--- config.mk ---
export PLATFORM = sky130hd
export DESIGN_NAME = seq_match_sched_flat
export DESIGN_NICKNAME = d
export VERILOG_FILES = /design/src/rtl/seq_match_sched_if.sv /design/src/rtl/seq_match_sched.sv /design/src/flat_wrapper.sv
export SDC_FILE = /design/constraint.sdc
export NUM_CORES = 1
export LEC_CHECK = 0
export CORE_MARGIN = 2
export CORE_UTILIZATION = 51
export CTS_CLUSTER_SIZE = 24
export DETAILED_ROUTE_END_ITERATION = 10
export PLACE_DENSITY = 0.83
export SETUP_SLACK_MARGIN = 0.4
export SYNTH_ARGS = -nofsm -noshare
export SYNTH_HDL_FRONTEND = slang
export SYNTH_SLANG_ARGS = --single-unit
--- constraint.sdc ---
create_clock -name clk -period 2.1 [get_ports clk]
set_input_delay 0.315 -clock clk [delete_from_list [all_inputs] [get_ports clk]]
set_output_delay 0.315 -clock clk [all_outputs]
set_load 0.02 [all_outputs]
--- src/rtl/seq_match_sched_if.sv ---
// Bus between the serial front-end channels, the match scheduler and the
// status logic. Parameters must agree with the seq_match_sched instance
// the bus is bound to.
//
// Handshake: a channel's bit is transferred in a cycle exactly when
// gnt[i] && bit_vld[i] at the rising clock edge. gnt acts as the ready
// for channel i and bit_vld[i] as its valid. A channel may present
// bit_vld without gnt; nothing is consumed then. req[i] is a level that
// must stay high for the whole granted frame. Dropping it ends the frame
// early, and the bit offered in that cycle is not consumed.
interface seq_match_sched_if #(
    parameter int N_REQ = 4,
    parameter int CNT_W = 4
);
    localparam int ID_W = (N_REQ > 1) ? $clog2(N_REQ) : 1;

    logic [N_REQ-1:0] req;
    logic [N_REQ-1:0] bit_vld;
    logic [N_REQ-1:0] bit_dat;
    logic [N_REQ-1:0] gnt;
    logic             busy;
    logic             hit;
    logic             done;
    logic [ID_W-1:0]  done_id;
    logic [CNT_W-1:0] done_cnt;
    logic             done_abort;

    // Front-end / requester side.
    modport master (
        output req, bit_vld, bit_dat,
        input  gnt, busy, hit, done, done_id, done_cnt, done_abort
    );

    // Scheduler side.
    modport slave (
        input  req, bit_vld, bit_dat,
        output gnt, busy, hit, done, done_id, done_cnt, done_abort
    );
endinterface

--- src/rtl/seq_match_sched.sv ---
// Round-robin scheduler that time-shares one serial "1101" matcher
// between N_REQ bit-stream requesters. Each granted frame runs FRAME_LEN
// consumed bits, or ends early on a request drop. The frame result is
// reported for one cycle.
module seq_match_sched #(
    parameter int N_REQ     = 4,
    parameter int FRAME_LEN = 16,
    parameter int CNT_W     = 4
) (
    input  logic               clk,
    input  logic               rst_n,
    seq_match_sched_if.slave   bus,
    output logic [1:0]         dbg_state_o
);
    localparam int ID_W = (N_REQ > 1) ? $clog2(N_REQ) : 1;
    localparam int BC_W = (FRAME_LEN > 1) ? $clog2(FRAME_LEN) : 1;
    localparam logic [BC_W-1:0] LAST_BIT = BC_W'(FRAME_LEN - 1);

    typedef enum logic [1:0] {
        ST_IDLE   = 2'd0,
        ST_STREAM = 2'd1,
        ST_REPORT = 2'd2
    } state_t;

    typedef enum logic [1:0] {
        E_S0 = 2'd0,
        E_S1 = 2'd1,
        E_S2 = 2'd2,
        E_S3 = 2'd3
    } eng_t;

    state_t           state_q;
    eng_t             eng_q;
    eng_t             eng_d;
    logic [ID_W-1:0]  ptr_q;
    logic [ID_W-1:0]  ptr_d;
    logic [ID_W-1:0]  g_q;
    logic [BC_W-1:0]  bit_cnt_q;
    logic [CNT_W-1:0] hit_cnt_q;
    logic [CNT_W-1:0] hit_cnt_d;
    logic [N_REQ-1:0] gnt_q;
    logic [N_REQ-1:0] gnt_d;
    logic             busy_q;
    logic             hit_q;
    logic             done_q;
    logic [ID_W-1:0]  done_id_q;
    logic [CNT_W-1:0] done_cnt_q;
    logic             done_abort_q;

    logic             win_found;
    logic [ID_W-1:0]  win_id;
    logic             match;
    logic             cur_bit;
    logic             cur_vld;
    logic             cur_req;

    // The granted channel's own signals; only these reach the engine.
    assign cur_bit = bus.bit_dat[g_q];
    assign cur_vld = bus.bit_vld[g_q];
    assign cur_req = bus.req[g_q];

    // Round-robin search upward from ptr_q; the first active request wins.
    always_comb begin
        win_found = 1'b0;
        win_id    = '0;
        for (int k = 0; k < N_REQ; k++) begin
            if (!win_found && bus.req[(int'(ptr_q) + k) % N_REQ]) begin
                win_found = 1'b1;
                win_id    = ID_W'((int'(ptr_q) + k) % N_REQ);
            end
        end
        ptr_d = (win_id == ID_W'(N_REQ - 1)) ? '0 : win_id + 1'b1;
        gnt_d = N_REQ'(1) << win_id;
    end

    // Non-overlapping "1101" detector step for the bit now offered.
    always_comb begin
        eng_d = eng_q;
        match = 1'b0;
        case (eng_q)
            E_S0: eng_d = cur_bit ? E_S1 : E_S0;
            E_S1: eng_d = cur_bit ? E_S2 : E_S0;
            E_S2: eng_d = cur_bit ? E_S2 : E_S3;
            E_S3: begin
                eng_d = E_S0;
                match = cur_bit;
            end
            default: eng_d = E_S0;
        endcase
        hit_cnt_d = (match && (hit_cnt_q != {CNT_W{1'b1}})) ? hit_cnt_q + 1'b1 : hit_cnt_q;
    end

    // Controller: arbitration, frame streaming and the one-cycle report,
    // with every output registered.
    always_ff @(posedge clk or negedge rst_n) begin
        if (!rst_n) begin
            state_q      <= ST_IDLE;
            eng_q        <= E_S0;
            ptr_q        <= '0;
            g_q          <= '0;
            bit_cnt_q    <= '0;
            hit_cnt_q    <= '0;
            gnt_q        <= '0;
            busy_q       <= 1'b0;
            hit_q        <= 1'b0;
            done_q       <= 1'b0;
            done_id_q    <= '0;
            done_cnt_q   <= '0;
            done_abort_q <= 1'b0;
        end else begin
            hit_q  <= 1'b0;
            done_q <= 1'b0;
            case (state_q)
                ST_IDLE: begin
                    if (win_found) begin
                        state_q   <= ST_STREAM;
                        g_q       <= win_id;
                        ptr_q     <= ptr_d;
                        gnt_q     <= gnt_d;
                        eng_q     <= E_S0;
                        bit_cnt_q <= '0;
                        hit_cnt_q <= '0;
                        busy_q    <= 1'b1;
                    end
                end
                ST_STREAM: begin
                    if (!cur_req) begin
                        // Request dropped: a bit offered this cycle is discarded.
                        state_q      <= ST_REPORT;
                        gnt_q        <= '0;
                        done_q       <= 1'b1;
                        done_id_q    <= g_q;
                        done_cnt_q   <= hit_cnt_q;
                        done_abort_q <= 1'b1;
                    end else if (cur_vld) begin
                        eng_q     <= eng_d;
                        hit_q     <= match;
                        hit_cnt_q <= hit_cnt_d;
                        bit_cnt_q <= bit_cnt_q + 1'b1;
                        if (bit_cnt_q == LAST_BIT) begin
                            // Report includes a match on this final bit.
                            state_q      <= ST_REPORT;
                            gnt_q        <= '0;
                            done_q       <= 1'b1;
                            done_id_q    <= g_q;
                            done_cnt_q   <= hit_cnt_d;
                            done_abort_q <= 1'b0;
                        end
                    end
                end
                ST_REPORT: begin
                    state_q <= ST_IDLE;
                    busy_q  <= 1'b0;
                end
                default: begin
                    state_q <= ST_IDLE;
                    gnt_q   <= '0;
                    busy_q  <= 1'b0;
                end
            endcase
        end
    end

    assign bus.gnt        = gnt_q;
    assign bus.busy       = busy_q;
    assign bus.hit        = hit_q;
    assign bus.done       = done_q;
    assign bus.done_id    = done_id_q;
    assign bus.done_cnt   = done_cnt_q;
    assign bus.done_abort = done_abort_q;
    assign dbg_state_o    = state_q;
endmodule

--- src/flat_wrapper.sv ---
// flat-port wrapper written by rule: the top's interface ports become plain ports
module seq_match_sched_flat 
#(
    parameter int N_REQ     = 4,
    parameter int FRAME_LEN = 16,
    parameter int CNT_W     = 4
)
  (clk, rst_n, dbg_state_o, bus_req, bus_bit_vld, bus_bit_dat, bus_gnt, bus_busy, bus_hit, bus_done, bus_done_id, bus_done_cnt, bus_done_abort);
  seq_match_sched_if #(.N_REQ(N_REQ), .CNT_W(CNT_W)) bus_i ();
  input  logic clk;
  input  logic rst_n;
  output logic [1:0] dbg_state_o;
  input wire logic [$bits(bus_i.req)-1:0] bus_req;
  input wire logic [$bits(bus_i.bit_vld)-1:0] bus_bit_vld;
  input wire logic [$bits(bus_i.bit_dat)-1:0] bus_bit_dat;
  output wire logic [$bits(bus_i.gnt)-1:0] bus_gnt;
  output wire logic [$bits(bus_i.busy)-1:0] bus_busy;
  output wire logic [$bits(bus_i.hit)-1:0] bus_hit;
  output wire logic [$bits(bus_i.done)-1:0] bus_done;
  output wire logic [$bits(bus_i.done_id)-1:0] bus_done_id;
  output wire logic [$bits(bus_i.done_cnt)-1:0] bus_done_cnt;
  output wire logic [$bits(bus_i.done_abort)-1:0] bus_done_abort;
  assign bus_i.req = bus_req;
  assign bus_i.bit_vld = bus_bit_vld;
  assign bus_i.bit_dat = bus_bit_dat;
  assign bus_gnt = bus_i.gnt;
  assign bus_busy = bus_i.busy;
  assign bus_hit = bus_i.hit;
  assign bus_done = bus_i.done;
  assign bus_done_id = bus_i.done_id;
  assign bus_done_cnt = bus_i.done_cnt;
  assign bus_done_abort = bus_i.done_abort;
  seq_match_sched #(.N_REQ(N_REQ), .FRAME_LEN(FRAME_LEN), .CNT_W(CNT_W)) u_core (.clk(clk), .rst_n(rst_n), .bus(bus_i), .dbg_state_o(dbg_state_o));
endmodule
# Word-level counts from Yosys, hierarchy flattened
# Cells that the tools add are included.
classes:
  n_shift: 1
  bitwise: 5
  addsub: 6
  mux: 71
  order_cmp: 5
  eq_ne: 15
  n_reduce_logical: 19
ops:
  columns: ["operator", "count"]
  rows:
  - ["$mux W4", 13]
  - ["$mux W2", 16]
  - ["$mux W1", 28]
  - ["$pmux W4 S2", 2]
  - ["$bmux W1 S2", 7]
  - ["$lt A3 B4 Y1 const B", 3]
  - ["$pmux W4 S3", 1]
  - ["$add A4 B1 Y4 const B", 2]
  - ["$eq A2 B2 Y1 const B", 4]
  - ["$ne A2 B1 Y1 const B", 4]
  - ["$pmux W2 S2", 2]
  - ["$pmux W2 S4", 1]
  - ["$reduce_and A4 Y1", 2]
  - ["$lt A2 B3 Y1 const B", 2]
  - ["$reduce_and A3 Y1", 2]
  - ["$reduce_or A2 Y1", 3]
  - ["$add A2 B1 Y2 const B", 2]
  - ["$add A2 B2 Y2 const B", 2]
  - ["$eq A2 B1 Y1 const B", 2]
  - ["$eq A4 B4 Y1 const B", 1]
  - ["$logic_and A1 B1 Y1", 4]
  - ["$logic_not A2 Y1", 2]
  - ["$ne A4 B4 Y1 const B", 1]
  - ["$reduce_and A2 Y1", 2]
  - ["other kinds (9)", 14]
word_totals:
  wordCells: 135
  out_inout_bits: 16
  inputBits: 14
  ff_bits: 30

# Logic depth before layout (Yosys ltp)
# Gate-level depths: netlist (run 1).
logic_depth:
  ltp_word: 17
  mapped_depth: 7
  ltp_nobuf: 7

# Least setup slack after synthesis (run 1)
# OpenSTA, ideal clock, no wires.
synth_path:
  path_type: "register to register"
  startpoint: "reg u_core.g_q[0]"
  endpoint: "reg u_core.done_id_q[1] (netlist: u_core.bus.done_id[1])"
  arrival_time_ns: 1.676
  setup_slack_ns: 0.299
  setup_time_ns: 0.125
  path_stages_with_launch: 7
  n_path_buf: 2
  cell_sequence: "dfrtp_1 > buf_6 > mux4_2 > a21boi_4 > nor2_4 > buf_6 > mux2_4"
synth_between:
  elab_chain_cells: 4
synth_rtl:
  columns: ["item", "line_no", "rtl"]
  rows:
  - ["start: declaration", "seq_match_sched.sv:37", "logic [ID_W-1:0] g_q;"]
  - ["start signal: assignment", "seq_match_sched.sv:117", "g_q <= win_id;"]
  - ["$bmux W1 S2 (on tied branches)", "seq_match_sched.sv:60, seq_match_sched.sv:59", null]
  - ["$mux W1 (on tied branches)", "seq_match_sched.sv:60, seq_match_sched.sv:59", null]
  - ["$ne A2 B1 Y1 (no source line) or $ne A2 B2 Y1 (tied branches)", null, null]
  - ["$reduce_and A3 Y1 (no source line)", null, null]
  - ["end signal: assignment", "seq_match_sched.sv:132", "done_id_q <= g_q;"]
  - ["end signal: assignment", "seq_match_sched.sv:145", "done_id_q <= g_q;"]
  - ["end: declaration", "seq_match_sched.sv:46", "logic [ID_W-1:0] done_id_q;"]
# Several ways; a longest one is shown, not always the timed one. The select of a mux whose other input is x is not followed.
# A chain may end at the register's enable or synchronous reset.

# Final worst setup path (run 1)
layout_path:
  startpoint: "reg u_core.g_q[0]"
  endpoint: "reg u_core.done_id_q[0] (netlist: u_core.bus.done_id[0])"
# Same word-level chain as after synthesis.

==> results of run 1 <==
[layer usage]
metal	share of wire	track usage
met5	0	0
met4	0.021	0.124
met3	0.057	0.0606
met2	0.52	0.405
met1	0.40	0.255
[flip-flops by register name (all words and copies together), names as in the netlist]
signal	flops
u_core.bit_cnt_q	4
u_core.bus.done_cnt	4
u_core.bus.gnt	4
u_core.hit_cnt_q	4
u_core.bus.done_id	2
u_core.dbg_state_o	2
u_core.eng_q	2
u_core.g_q	2
u_core.ptr_q	2
u_core.bus.busy	1
u_core.bus.done	1
u_core.bus.done_abort	1
u_core.bus.hit	1
[power by group]
| part | internal (mW) | switching (mW) | total (mW) |
|---|---|---|---|
| Clock | 0.150 | 0.189 | 0.339 |
| Combinational | 0.754 | 0.805 | 1.56 |
| Sequential | 0.769 | 0.190 | 0.960 |
[logic make-up (layout without fill, tap and decap cells)]
| group | count (synthesis) | in the layout | synth area share |
|---|---|---|---|
| compound gates | 37 | 37 | 0.160 |
| mux | 11 | 11 | 0.0892 |
| simple gates | 52 | 52 | 0.167 |
| xor+xnor | 4 | 4 | 0.0221 |
| fa+ha+maj | 6 | 6 | 0.0474 |
| flops | 30 | 30 | 0.474 |
| buf+inv | 12 | 53 | 0.0410 |
[placed cells by master (no fill, tap or decap), drive strengths merged, types with 2 or more instances in the layout]
cell	instances
a32o	2
xor2	2
a22o	4
dlygate4sd2	5
inv	5
mux4	2
ha	6
a21oi	6
buf	13
nand2	14
nor4	2
and3	5
nor2b	2
nor3	2
clkdlybuf4s50	24
nand2b	2
xnor2	2
mux2i	7
a21o	3
mux2	2
nand3	9
clkbuf	6
nor2	11
o22ai	2
o21ai	14
dfrtp	30
[through the flow]
stage | instance area [sq um] | cells | worst slack [ns]
detailed placement | 1950 | 217 | -0.125
finish | 2100 | 226 | 0.327
CTS | 2040 | 226 | 0.326
global route | 2100 | 226 | 0.280
floorplan | 1590 | 152 | 0.299
global placement | 1950 | 217 | -0.0151
[final cells by class]
type                    count  area [sq um]  share of cell area
multi-input cells         110           847               0.404
repair buffers             42           385               0.184
clock buffers               6          51.3              0.0245
flip-flops and latches     30           753               0.359
inverters                   5          18.8             0.00895
well taps                  33          41.3              0.0197
[worst paths after layout]
| kind | startpoint | to |
|---|---|---|
| worst max-delay path | u_core.g_q[0] | u_core.bus.done_id[0] |
| worst min-delay path | rst_n | u_core.bus.done_cnt[1] |
| worst max register to register | u_core.g_q[0] | u_core.bus.done_id[0] |
| worst min register to register | u_core.bus.gnt[3] | u_core.bus.gnt[3] |
| max in group asynchronous | rst_n | u_core.g_q[1] |
| min in group clk | u_core.bus.gnt[3] | u_core.bus.gnt[3] |
[worst max-delay path: cells and delay by family, from the launching register on]
kind,cells,cell delay [ns]
compound gates,1,0.18
flops,1,0.42
mux,2,0.88
simple gates,1,0.19
[what timing repair did]
| action | CTS | global route |
|---|---|---|
| resized for setup | 16 | 11 |
| pin swaps | 4 | 1 |
| buffers inserted | 3 | 0 |
| setup endpoints to repair | 27 | 19 |
==> flow_metrics.py, run 1 <==
metrics = {
    "setup_path": {
        "crit_slowest_cell": "mux4_2",
        "cp-end-kind": "flip-flop",
        "crit_chain": "mux4_2 > a21boi_4 > nor2_4 > mux2_4",
        "critical_path_required_ns": 2.32,
        "reg2reg_setup_slack_ns": 0.33,
        "reg2reg_depth": 4,
        "crit_type": "flip-flop to flip-flop",
        "arrival_ns": 2.00,
        "slowest_delay_ns": 0.56,
        "start_kind": "flip-flop",
        "critPathMaxFanout": 5,
    },
    "die": {
        "coreArea_sq_mm": 0.00300,
        "row_count": 20,
        "dieWidth_microns": 59.8,
        "die_area_sq_mm": 0.00357,
        "die_y_microns": 59.8,
        "start_util": 0.528,
        "ios": 30,
    },
    "yosys": {
        "synth_flop_cell": "dfrtp_1",
        "synth.yosys.warnings": 0,
        "synth_edf_count": 0,
        "synth_top_area_cell": "dfrtp_1",
        "synth_seq_area_share": 0.474,
        "synth.avg_cell_area_sq_um": 10.4,
        "ys_ff_latch": 30,
        "async_flop_share": 1.00,
        "synth_area_leaders": "dfrtp_1, ha_1, mux2i_1",
        "netlist_instances": 152,
        "synth_commonest_cells": "dfrtp_1, nand2_1, o21ai_0",
        "synthDistinctLibCells": 41,
        "synth_top_area_frac": 0.474,
        "synth.most_common_cell": "dfrtp_1",
        "netlist_area_sq_mm": 0.00159,
        "syn_nets": 172,
    },
    "cts": {
        "cts_root_buffer": "clkbuf_4",
        "cts_max_level": 2,
        "path_clk_slew_ns": 0.09,
        "cts_sinks": 30,
        "cts_tree": "built",
        "holdBufCountCts": 0,
        "cts_buffer_depth": 2,
        "cts_buffers": 5,
        "clk_latency_ns": 0.33,
    },
    "power_and_ir_drop": {
        "power_density_mw_per_mm2": 1360,
        "vdd_drop_max_uv": 812,
        "finalPower_mw": 2.86,
        "leakage_nw": 0.973,
    },
    "timing": {
        "relSlewSlack": 0.638,
        "fin_skew_ns": 0.00493,
        "tns_ns": 0,
        "setup_viol": 0,
        "hold_viol": 0,
        "tightest_slew_ns": 0.540,
        "finalCritPeriodShare": 0.844,
        "grt_setup_unrepaired": "true",
        "fmax_mhz": 564,
        "slew_violations": 0,
        "fin_crit_ns": 1.77,
        "hold-worst-slack_ns": 0.371,
    },
    "global_routing": {
        "grt_pass1_vias": 1322,
        "grt_pass1_wl_microns": 5930,
        "grt-ovfl-total": 0,
        "grt_start_max_net_pins": 31,
        "grt_antenna_before_repair": 0,
        "gr-usage-all-layers": 0.232,
    },
    "finish": {
        "syn2layout_area_growth_pct": 32.3,
        "n_fill_cell": 225,
        "final_nets": 214,
        "fin_util": 0.698,
        "num_antenna_cells": 0,
        "drive_above_1_share": 0.218,
    },
    "job": {
        "drv_cap": 0,
    },
    "detailed_routing": {
        "via_per_inst": 5.88,
        "drtIter0Drc": 56,
        "vias": 1328,
        "ant_nets": 0,
        "drc": 0,
        "wl_microns": 3590,
        "wl_per_cell_microns": 15.9,
        "dr.pass1.iters": 4,
    },
    "placement": {
        "portBuffers": 29,
        "gp_congestion": 0.892,
        "hpwlAfterDp_microns": 2670,
    },
    "status": {
        "status": "finished, final reports clean",
    },
    "min_path": {
        "hp-class": "input pin to async pin",
    },
}
(Power assumes the default switching activity.)
==> inputs of run 2 (changes only) <==
clock period = 1.83 ns   (was 2.1 ns; I/O delays follow)
==> flow_metrics.py, run 2 (same netlist as run 1, synthesis figures left out) <==
metrics = {
    "timing": {
        "tns_ns": 0,
        "slew_violations": 0,
        "fin_ws_ns": 0.0481,
        "fin_skew_ns": 0.0101,
        "setup_viol": 0,
        "hold_viol": 0,
        "fmax_mhz": 561,
        "tightest_slew_ns": 0.473,
        "relSlewSlack": 0.682,
        "finalCritPeriodShare": 0.974,
        "fin_crit_ns": 1.78,
        "grt_setup_unrepaired": "true",
    },
    "setup_path": {
        "critical_path_required_ns": 2.05,
        "cp-end-kind": "flip-flop",
        "crit_chain": "mux4_2 > a21boi_4 > nor2_4 > mux2_4",
        "slowest_delay_ns": 0.55,
        "arrival_ns": 2.00,
        "crit_type": "flip-flop to flip-flop",
        "start_kind": "flip-flop",
        "critPathMaxFanout": 5,
        "crit_slowest_cell": "mux4_2",
    },
    "detailed_routing": {
        "ant_nets": 0,
        "drtIter0Drc": 72,
        "drc": 0,
        "wl_microns": 4510,
        "dr.pass1.iters": 4,
        "via_per_inst": 6.07,
        "wl_per_cell_microns": 18.4,
        "vias": 1486,
    },
    "cts": {
        "cts_max_level": 2,
        "cts_tree": "built",
        "holdBufCountCts": 0,
        "cts_buffer_depth": 2,
        "cts_buffers": 5,
        "clk_latency_ns": 0.34,
        "cts_sinks": 30,
        "cts_root_buffer": "clkbuf_4",
        "path_clk_slew_ns": 0.10,
    },
    "global_routing": {
        "grt_start_max_net_pins": 31,
        "grt-ovfl-total": 0,
        "grt_pass1_wl_microns": 6340,
        "gr-usage-all-layers": 0.244,
        "grt_pass1_vias": 1410,
        "grt_antenna_before_repair": 0,
    },
    "placement": {
        "placedCellCount": 225,
        "portBuffers": 29,
        "place_ws_ns": -0.307,
        "gp_congestion": 0.860,
        "hpwlAfterDp_microns": 2760,
        "dpl-instance-area_sq_mm": 0.00201,
    },
    "finish": {
        "final_nets": 231,
        "fin_area_sq_mm": 0.00240,
        "num_antenna_cells": 0,
        "n_fill_cell": 191,
        "final_common_cell": "dfrtp_1",
        "fin_cells": 245,
        "drive_above_1_share": 0.420,
        "final_cell_mix": "dfrtp_1, buf_4, dlygate4sd2_1",
        "syn2layout_area_growth_pct": 51.5,
    },
    "die": {
        "ios": 30,
        "start_util": 0.528,
        "row_count": 20,
        "die_area_sq_mm": 0.00357,
        "die_y_microns": 59.8,
        "coreArea_sq_mm": 0.00300,
        "dieWidth_microns": 59.8,
    },
    "status": {
        "status": "finished, final reports clean",
    },
    "min_path": {
        "hp-class": "input pin to async pin",
    },
    "power_and_ir_drop": {
        "leakage_nw": 1.12,
        "power_density_mw_per_mm2": 1640,
        "vdd_drop_max_uv": 1150,
    },
    "job": {
        "drv_cap": 0,
    },
}
[run 2: cell types whose count changed in the layout (fill, tap and decap cells not counted), moves of 4 or more]
cell	delta
dlygate4sd2_1	+12
mux2i_1	-4
buf_6	+10
buf_4	+7
o21ai_0	-7
o21ai_2	+5
clkdlybuf4s50_1	-15
[run 2: per-stage QoR]
stage	power (mW)	hold slack (ns)	utilization
after global routing	4.15	0.337	0.800
after detailed placement	2.80	0.493	0.670
final	3.95	0.314	0.800
after global placement	2.74	0.473	0.670
after CTS	3.53	0.308	0.741
after floorplan	2.13	-0.0211	-
[run 2: path summary, 6_finish.rpt]
check                      depth (start not counted)               endpoint  slack, ns                  start
max reg2reg                                        4  u_core.bus.done_id[0]       0.05          u_core.g_q[0]
max in group asynchronous                          2          u_core.g_q[0]       1.22                  rst_n
min                                                2    u_core.hit_cnt_q[2]       0.31                  rst_n
min reg2reg                                        1  u_core.bus.done_id[1]       0.52  u_core.bus.done_id[1]
min in group clk                                   1  u_core.bus.done_id[1]       0.52  u_core.bus.done_id[1]
max                                                4  u_core.bus.done_id[0]       0.05          u_core.g_q[0]
[run 2: what timing repair did]
| action | 4_1_cts | 5_1_grt |
|---|---|---|
| pin swaps | 5 | 17 |
| endpoints found under the setup margin | 44 | 30 |
| setup buffers | 5 | 7 |
| hold endpoints to repair | 0 | 0 |
| resized for setup | 54 | 40 |
[run 2: cell type report]
type / count / area, sq um / area share
Multi-Input combinational cell: 110 / 976 / 0.406
Clock inverter: 3 / 40.0 / 0.0167
Timing Repair Buffer: 59 / 532 / 0.221
Clock buffer: 5 / 37.5 / 0.0156
Sequential cell: 30 / 757 / 0.315
Tap cell: 33 / 41.3 / 0.0172
Inverter: 5 / 18.8 / 0.00781
[run 2: where the power goes]
| part | internal (mW) | switching (mW) | total, mW | leakage, nW |
|---|---|---|---|---|
| clock network | 0.283 | 0.236 | 0.519 | 0.0450 |
| logic | 1.11 | 1.20 | 2.31 | 0.694 |
| registers | 0.889 | 0.230 | 1.12 | 0.380 |
| total | 2.29 | 1.66 | 3.95 | 1.12 |
[run 2: worst max-delay path: cells and delay by family (launching register included)]
kind	cells	cell delay, ns
AOI/OAI and AO/OA	1	0.18
DFF	1	0.42
muxes	2	0.88
and+or+nand+nor	1	0.20
[run 2: routing by layer]
layer  GRT usage  share of wire  vias up
li1            -              -      671
met1       0.282           0.39      734
met2       0.427           0.53       67
met3      0.0671          0.057       14
met4      0.0952          0.024        0
met5           0              0        -
==> inputs of run 3 (changes only) <==
SLEW_MARGIN = 10   (was default)
==> results of run 3 <==
The final DEF is identical to that of run 2; final timing and power are the same.
